### src/rtl/alu_op_sequencer_if.sv
// Bundle between the ALU op sequencer and its environment: program load port,
// run control/status, and the operation/operand/result link to the accumulator ALU.
interface alu_op_sequencer_if #(
    parameter int DEPTH = 8,
    parameter int W     = 4
) ();
    localparam int CW = $clog2(DEPTH + 1);
    localparam int AW = $clog2(DEPTH);

    logic          load_valid;
    logic          load_ready;
    logic [1:0]    load_operation;
    logic [W-1:0]  load_operand;
    logic          clear;
    logic [CW-1:0] count;
    logic          start;
    logic          busy;
    logic          done;
    logic          pass;
    logic [AW-1:0] mismatch_index;
    logic [1:0]    operation;
    logic [W-1:0]  operand;
    logic [W-1:0]  result;
    logic [W-1:0]  expected;

    modport master (
        output load_valid, load_operation, load_operand, clear, start, result,
        input  load_ready, count, busy, done, pass, mismatch_index,
               operation, operand, expected
    );

    modport slave (
        input  load_valid, load_operation, load_operand, clear, start, result,
        output load_ready, count, busy, done, pass, mismatch_index,
               operation, operand, expected
    );
endinterface

### src/rtl/alu_op_sequencer.sv
// Issues a loaded (operation, operand) program to a 4-op accumulator ALU and
// checks its registered result against a shadow accumulator, cycle by cycle.
module alu_op_sequencer #(
    parameter int DEPTH = 8,
    parameter int W     = 4
) (
    input  logic                clock,
    input  logic                reset,
    alu_op_sequencer_if.slave   seq_io
);
    localparam int CW = $clog2(DEPTH + 1);
    localparam int AW = $clog2(DEPTH);

    typedef enum logic [1:0] {S_IDLE, S_RUN, S_CHECK, S_DONE} state_e;

    typedef struct packed {
        logic [1:0]   op;
        logic [W-1:0] operand;
    } entry_t;

    entry_t        mem_q [DEPTH];
    entry_t        cur;
    logic          mem_we;
    logic          load_ready;

    state_e        state_q, state_d;
    logic [CW-1:0] count_q, count_d;
    logic [AW-1:0] index_q, index_d;
    logic [AW-1:0] last_q, last_d;
    logic [AW-1:0] mis_q, mis_d;
    logic [W-1:0]  expected_q, expected_d;
    logic          pass_q, pass_d;
    logic          chk_q, chk_d;

    function automatic logic [W-1:0] alu_step(input logic [W-1:0] acc,
                                              input logic [1:0]   op,
                                              input logic [W-1:0] b);
        case (op)
            2'd0:    alu_step = acc + b;
            2'd1:    alu_step = acc - b;
            2'd2:    alu_step = acc | b;
            default: alu_step = acc ^ b;
        endcase
    endfunction

    assign cur        = mem_q[index_q];
    assign load_ready = (state_q == S_IDLE) && (count_q < CW'(DEPTH));

    always_comb begin
        // NOTE: every signal written here gets a default first, so no path leaves one unassigned and no latch is inferred.
        state_d    = state_q;
        count_d    = count_q;
        index_d    = index_q;
        last_d     = last_q;
        expected_d = expected_q;
        pass_d     = pass_q;
        mis_d      = mis_q;
        chk_d      = 1'b0;
        mem_we     = 1'b0;

        // chk_q marks the cycle after an issue, when the ALU result reflects that entry.
        if (chk_q && (seq_io.result != expected_q) && pass_q) begin
            pass_d = 1'b0;
            mis_d  = last_q;
        end

        case (state_q)
            S_IDLE: begin
                if (seq_io.start) begin
                    pass_d = 1'b1;
                    mis_d  = '0;
                    if (count_q != '0) begin
                        expected_d = seq_io.result;
                        index_d    = '0;
                        state_d    = S_RUN;
                    end else begin
                        state_d    = S_DONE;
                    end
                end else if (seq_io.clear) begin
                    count_d = '0;
                end else if (seq_io.load_valid && load_ready) begin
                    mem_we  = 1'b1;
                    count_d = count_q + CW'(1);
                end
            end
            S_RUN: begin
                expected_d = alu_step(expected_q, cur.op, cur.operand);
                last_d     = index_q;
                index_d    = index_q + AW'(1);
                chk_d      = 1'b1;
                if (CW'(index_q) == count_q - CW'(1)) begin
                    state_d = S_CHECK;
                end
            end
            S_CHECK: state_d = S_DONE;
            S_DONE:  state_d = S_IDLE;
            default: state_d = S_IDLE;
        endcase
    end

    always_ff @(posedge clock) begin
        // NOTE: state registers use non-blocking assignment so every flop samples pre-edge values.
        if (reset) begin
            state_q    <= S_IDLE;
            count_q    <= '0;
            index_q    <= '0;
            last_q     <= '0;
            mis_q      <= '0;
            expected_q <= '0;
            pass_q     <= 1'b0;
            chk_q      <= 1'b0;
        end else begin
            state_q    <= state_d;
            count_q    <= count_d;
            index_q    <= index_d;
            last_q     <= last_d;
            mis_q      <= mis_d;
            expected_q <= expected_d;
            pass_q     <= pass_d;
            chk_q      <= chk_d;
        end
    end

    // NOTE: the program store has no reset so it maps onto plain RAM; only entries below count_q are ever read.
    always_ff @(posedge clock) begin
        if (mem_we) begin
            mem_q[count_q[AW-1:0]] <= {seq_io.load_operation, seq_io.load_operand};
        end
    end

    assign seq_io.load_ready     = load_ready;
    assign seq_io.count          = count_q;
    assign seq_io.busy           = (state_q == S_RUN) || (state_q == S_CHECK);
    assign seq_io.done           = (state_q == S_DONE);
    assign seq_io.pass           = pass_q;
    assign seq_io.mismatch_index = mis_q;
    assign seq_io.expected       = expected_q;
    // Outside RUN the ALU sees add 0 and simply holds its accumulator.
    assign seq_io.operation      = (state_q == S_RUN) ? cur.op      : 2'd0;
    assign seq_io.operand        = (state_q == S_RUN) ? cur.operand : '0;
endmodule

### src/flat_wrapper.sv
// flat-port wrapper written by rule: the top's interface ports become plain ports
module alu_op_sequencer_flat 
#(
    parameter int DEPTH = 8,
    parameter int W     = 4
)
  (clock, reset, seq_io_load_valid, seq_io_load_operation, seq_io_load_operand, seq_io_clear, seq_io_start, seq_io_result, seq_io_load_ready, seq_io_count, seq_io_busy, seq_io_done, seq_io_pass, seq_io_mismatch_index, seq_io_operation, seq_io_operand, seq_io_expected);
  alu_op_sequencer_if #(.DEPTH(DEPTH), .W(W)) seq_io_i ();
  input  logic clock;
  input  logic reset;
  input wire logic [$bits(seq_io_i.load_valid)-1:0] seq_io_load_valid;
  input wire logic [$bits(seq_io_i.load_operation)-1:0] seq_io_load_operation;
  input wire logic [$bits(seq_io_i.load_operand)-1:0] seq_io_load_operand;
  input wire logic [$bits(seq_io_i.clear)-1:0] seq_io_clear;
  input wire logic [$bits(seq_io_i.start)-1:0] seq_io_start;
  input wire logic [$bits(seq_io_i.result)-1:0] seq_io_result;
  output wire logic [$bits(seq_io_i.load_ready)-1:0] seq_io_load_ready;
  output wire logic [$bits(seq_io_i.count)-1:0] seq_io_count;
  output wire logic [$bits(seq_io_i.busy)-1:0] seq_io_busy;
  output wire logic [$bits(seq_io_i.done)-1:0] seq_io_done;
  output wire logic [$bits(seq_io_i.pass)-1:0] seq_io_pass;
  output wire logic [$bits(seq_io_i.mismatch_index)-1:0] seq_io_mismatch_index;
  output wire logic [$bits(seq_io_i.operation)-1:0] seq_io_operation;
  output wire logic [$bits(seq_io_i.operand)-1:0] seq_io_operand;
  output wire logic [$bits(seq_io_i.expected)-1:0] seq_io_expected;
  assign seq_io_i.load_valid = seq_io_load_valid;
  assign seq_io_i.load_operation = seq_io_load_operation;
  assign seq_io_i.load_operand = seq_io_load_operand;
  assign seq_io_i.clear = seq_io_clear;
  assign seq_io_i.start = seq_io_start;
  assign seq_io_i.result = seq_io_result;
  assign seq_io_load_ready = seq_io_i.load_ready;
  assign seq_io_count = seq_io_i.count;
  assign seq_io_busy = seq_io_i.busy;
  assign seq_io_done = seq_io_i.done;
  assign seq_io_pass = seq_io_i.pass;
  assign seq_io_mismatch_index = seq_io_i.mismatch_index;
  assign seq_io_operation = seq_io_i.operation;
  assign seq_io_operand = seq_io_i.operand;
  assign seq_io_expected = seq_io_i.expected;
  alu_op_sequencer #(.DEPTH(DEPTH), .W(W)) u_core (.clock(clock), .reset(reset), .seq_io(seq_io_i));
endmodule
### config.mk
export PLATFORM = sky130hd
export DESIGN_NAME = alu_op_sequencer_flat
export DESIGN_NICKNAME = d
export VERILOG_FILES = /design/src/rtl/alu_op_sequencer_if.sv /design/src/rtl/alu_op_sequencer.sv /design/src/flat_wrapper.sv
export SDC_FILE = /design/constraint.sdc
export NUM_CORES = 1
export LEC_CHECK = 0
export CELL_PAD_IN_SITES_DETAIL_PLACEMENT = 1
export CELL_PAD_IN_SITES_GLOBAL_PLACEMENT = 2
export CORE_MARGIN = 3
export CORE_UTILIZATION = 42
export DETAILED_ROUTE_END_ITERATION = 16
export GPL_TIMING_DRIVEN = 0
export HOLD_SLACK_MARGIN = 0.08
export PLACE_DENSITY = 0.86
export SLEW_MARGIN = 20
export SYNTH_ARGS = -nofsm -noshare
export SYNTH_HDL_FRONTEND = slang
export SYNTH_SLANG_ARGS = --single-unit
### constraint.sdc
create_clock -name clock -period 6 [get_ports clock]
set_clock_uncertainty 0.05 [all_clocks]
set_input_delay 0.6 -clock clock [delete_from_list [all_inputs] [get_ports clock]]
set_output_delay 0.6 -clock clock [all_outputs]
set_load 0.005 [all_outputs]
==> run_results.csv <==
group,metric,value,unit
run_status,outcome,"completed",
cts,clock_sinks,72,
pwr,ir_drop,0.152,mV
timing,rsz0062_at_grt,"false",
detailed_routing,avgViaCountPerCell,5.36,
place,placed_cell_area,3870,sq um
setup_path,worst_path_most_repeated_cell,"ha_1",
cts,cts_buffers,9,
yosys,syn_inst,259,
setup_path,worstSetupPathType,"reg -> reg",
cells_and_area,num_antenna_cells,0,
detailed_routing,drc,0,
worst_hold_path,hp-start,"u_core.seq_io.mismatch_index[0]",
detailed_routing,drt-initial-drc-count,47,
pwr,p_leak,1.39,nW
floorplan,ios,36,
yosys,synthFlopType,"edfxtp_1",
setup_path,max_stage_delay,0.50,ns
yosys,netlist_area,3410,sq um
yosys,yosysWarnings,0,
global_route,grt_usage,17.4,%
detailed_routing,top_layer,"met4",
setup_path,endpoint_kind,"flop",
detailed_routing,met3_wirelength,267,um
yosys,synth_seq_cells,72,
cts,post_cts_buffers,0,
timing,post-route-min-period,3.76,ns
place,place_ws,2.22,ns
timing,finalHoldViolCount,0,
global_route,antenna_found_initial,0,
yosys,synth-seq-area-share,56.4,%
pwr,cellPowerDensity,331,nW/um^2
detailed_routing,ant_nets,0,
cells_and_area,area_growth,20.5,%
detailed_routing,wirelength_met1,3350,um
setup_path,reg2reg_depth,12,
global_route,grt_max_degree,14,
pwr,power,0.00136,W
timing,finalSetupViolCount,0,
detailed_routing,route.vias.total,2203,
detailed_routing,first_pass_iters,4,
cts,clockRootBuffer,"clkbuf_8",
timing,post-route-period-util,62.7,%
flow_run,drv_cap,0,
cells_and_area,fill_cells,801,
floorplan,initial_core_util,43.6,%
setup_path,cp_cell_sequence,"buf_6 -> mux4_2 -> mux2i_1 -> ha_1 -> nor2_1 -> xor2_1 -> ha_1 -> and3b_1 -> o21a_1 -> or3_1 -> a2111oi_2 -> nor3_2",
yosys,mappedNetlistNets,290,
global_route,grt_pass1_wl,11600,um
cts,cts_hold_buf,0,
yosys,avgSynthCellArea,13.1,sq um
detailed_routing,wire_per_inst,17.8,um
detailed_routing,routed_wl,7300,um
setup_path,r2r-end,"u_core.seq_io.expected[3]",
global_route,globalRoute.totalOverflow,0,
setup_path,crit_fanout,10,
worst_hold_path,hold_class,"reg -> reg",
cells_and_area,layout-drive-gt1-share,12.9,%
detailed_routing,wl_met2,3590,um
cts,clk_pin_slew_worst_paths,0.09,ns
cells_and_area,nets,335,
cells_and_area,seqCellArea,1920,sq um
place,io_buffers,34,
timing,max_slew.worst_pin.slew,0.768,ns
cts,clock_latency,0.35,ns
cts,clock_path_buffers,2,
setup_path,crit_slowest_cell,"mux4_2",
cts,htreeDepth,3,
setup_path,start_kind,"flop",
timing,fmax,266,MHz
global_route,grt_pass1_vias,2209,
yosys,synth_edf_count,48,
timing,fin_ws,2.24,ns
place,hpwl,5310,um
cells_and_area,multiInputGateArea,1380,sq um
cts,tritoncts,"done",
timing,slew_violations,0,
yosys,async_reset_ff_share,0,%
setup_path,arrival,3.95,ns
cells_and_area,mostFrequentLayoutCells,"48 x edfxtp_1, 34 x clkdlybuf4s50_1, 26 x nor2_1, 24 x dfxtp_1, 15 x ha_1",
yosys,yosysUniqueCellTypes,53,
cells_and_area,design_area,4100,sq um
setup_path,r2r_slack,2.24,ns
worst_hold_path,min_to,"u_core.seq_io.mismatch_index[0]",
cells_and_area,final_common_cell,"edfxtp_1",
floorplan,fp.dieH,96.1,um
setup_path,cp.required,6.19,ns
timing,tns,0,ns
worst_hold_path,hold_depth,2,
floorplan,core,7810,sq um
floorplan,num_rows,32,
timing,fin_worst_hold_slack,0.453,ns
timing,relSlewSlack,48.5,%
floorplan,die_x,96.1,um
floorplan,dieArea,9230,sq um
place,gp_congestion,0.712,
cts,ctsResizeCount,0,
-- per-layer routing --
| layer | vias up | GRT usage, % |
|---|---|---|
| met4 | 0 | 5.09 |
| li1 | 1057 | - |
| met2 | 36 | 28.6 |
| met5 | - | 0 |
| met3 | 9 | 5.00 |
| met1 | 1101 | 22.2 |
-- worst max-delay path by stage --
stage / from / end / slack (ns) / depth (start not counted)
final: flop / u_core.seq_io.expected[3] / 2.24 / 12
after global routing: flop / u_core.seq_io.expected[3] / 1.97 / 12
after CTS: flop / u_core.seq_io.expected[3] / 2.19 / 12
after detailed placement: flop / u_core.seq_io.expected[3] / 2.22 / 12
after global placement: flop / u_core.seq_io.expected[3] / 2.25 / 12
after floorplan: flop / u_core.seq_io.expected[3] / 2.59 / 12
-- critical path: cells and delay by family, from the launching register on --
kind,cells,cell delay (ns)
compound gates,2,0.59
xor+xnor,1,0.14
fa+ha+maj,2,0.58
buf+inv,1,0.20
flops,1,0.37
mux,2,1.00
simple gates,4,0.71
-- synth_stat cells (2+ instances only) --
master,instances,area [sq um]
nand2_1,12,45.0
nand2b_1,3,18.8
nand3_1,2,10.0
mux4_2,10,225
xor2_1,2,17.5
mux2i_1,12,120
dfxtp_1,24,480
buf_6,3,33.8
edfxtp_1,48,1440
o21a_1,2,15.0
nor3_1,6,30.0
or3_1,3,18.8
o31ai_1,2,15.0
o21ai_0,7,35.0
nor2_1,26,97.6
nor2b_1,4,25.0
a211oi_1,5,37.5
and2_1,2,12.5
inv_1,12,45.0
mux2_2,2,22.5
ha_1,15,188
a21oi_1,10,50.1
clkbuf_1,7,26.3
xnor2_1,8,70.1
nor3b_1,3,22.5
mux4_1,2,52.6
-- per-stage QoR --
stage | util, % | cells
floorplan | - | 259
detailed placement | 49.6 | 395
CTS | 52.4 | 411
global route | 52.5 | 411
global placement | 49.6 | 395
finish | 52.5 | 411
-- state kept, by name, indices dropped and copies added (netlist names), named ones only --
name,cells
u_core.last_q,3
u_core.index_q,3
u_core.seq_io.pass,1
u_core.seq_io.expected,4
u_core.chk_q,1
u_core.mem_q,48
u_core.seq_io.mismatch_index,3
u_core.seq_io.count,4
u_core.state_q,2
-- power by group --
group,switching [W],internal (W),total (W)
Combinational,0.000182,0.000170,0.000352
Clock,0.000194,0.000234,0.000429
Sequential,0.0000246,0.000551,0.000576
Total,0.000401,0.000956,0.00136
-- final cells by class --
type,instances,area share (%)
multi-input cells,164,33.7
repair buffers,34,8.30
plain buffers,11,1.59
clock buffers,9,3.02
flip-flops and latches,72,46.8
clock inverters,7,2.32
inverters,12,1.10
well taps,102,3.11
-- cell families after synthesis --
| group | synth area share, % |
|---|---|
| compound gates | 8.60 |
| xor+xnor | 2.57 |
| fa+ha+maj | 6.10 |
| buf+inv | 3.23 |
| flops | 56.4 |
| mux | 13.0 |
| simple gates | 10.1 |
Power figures use the tool's default switching activity.
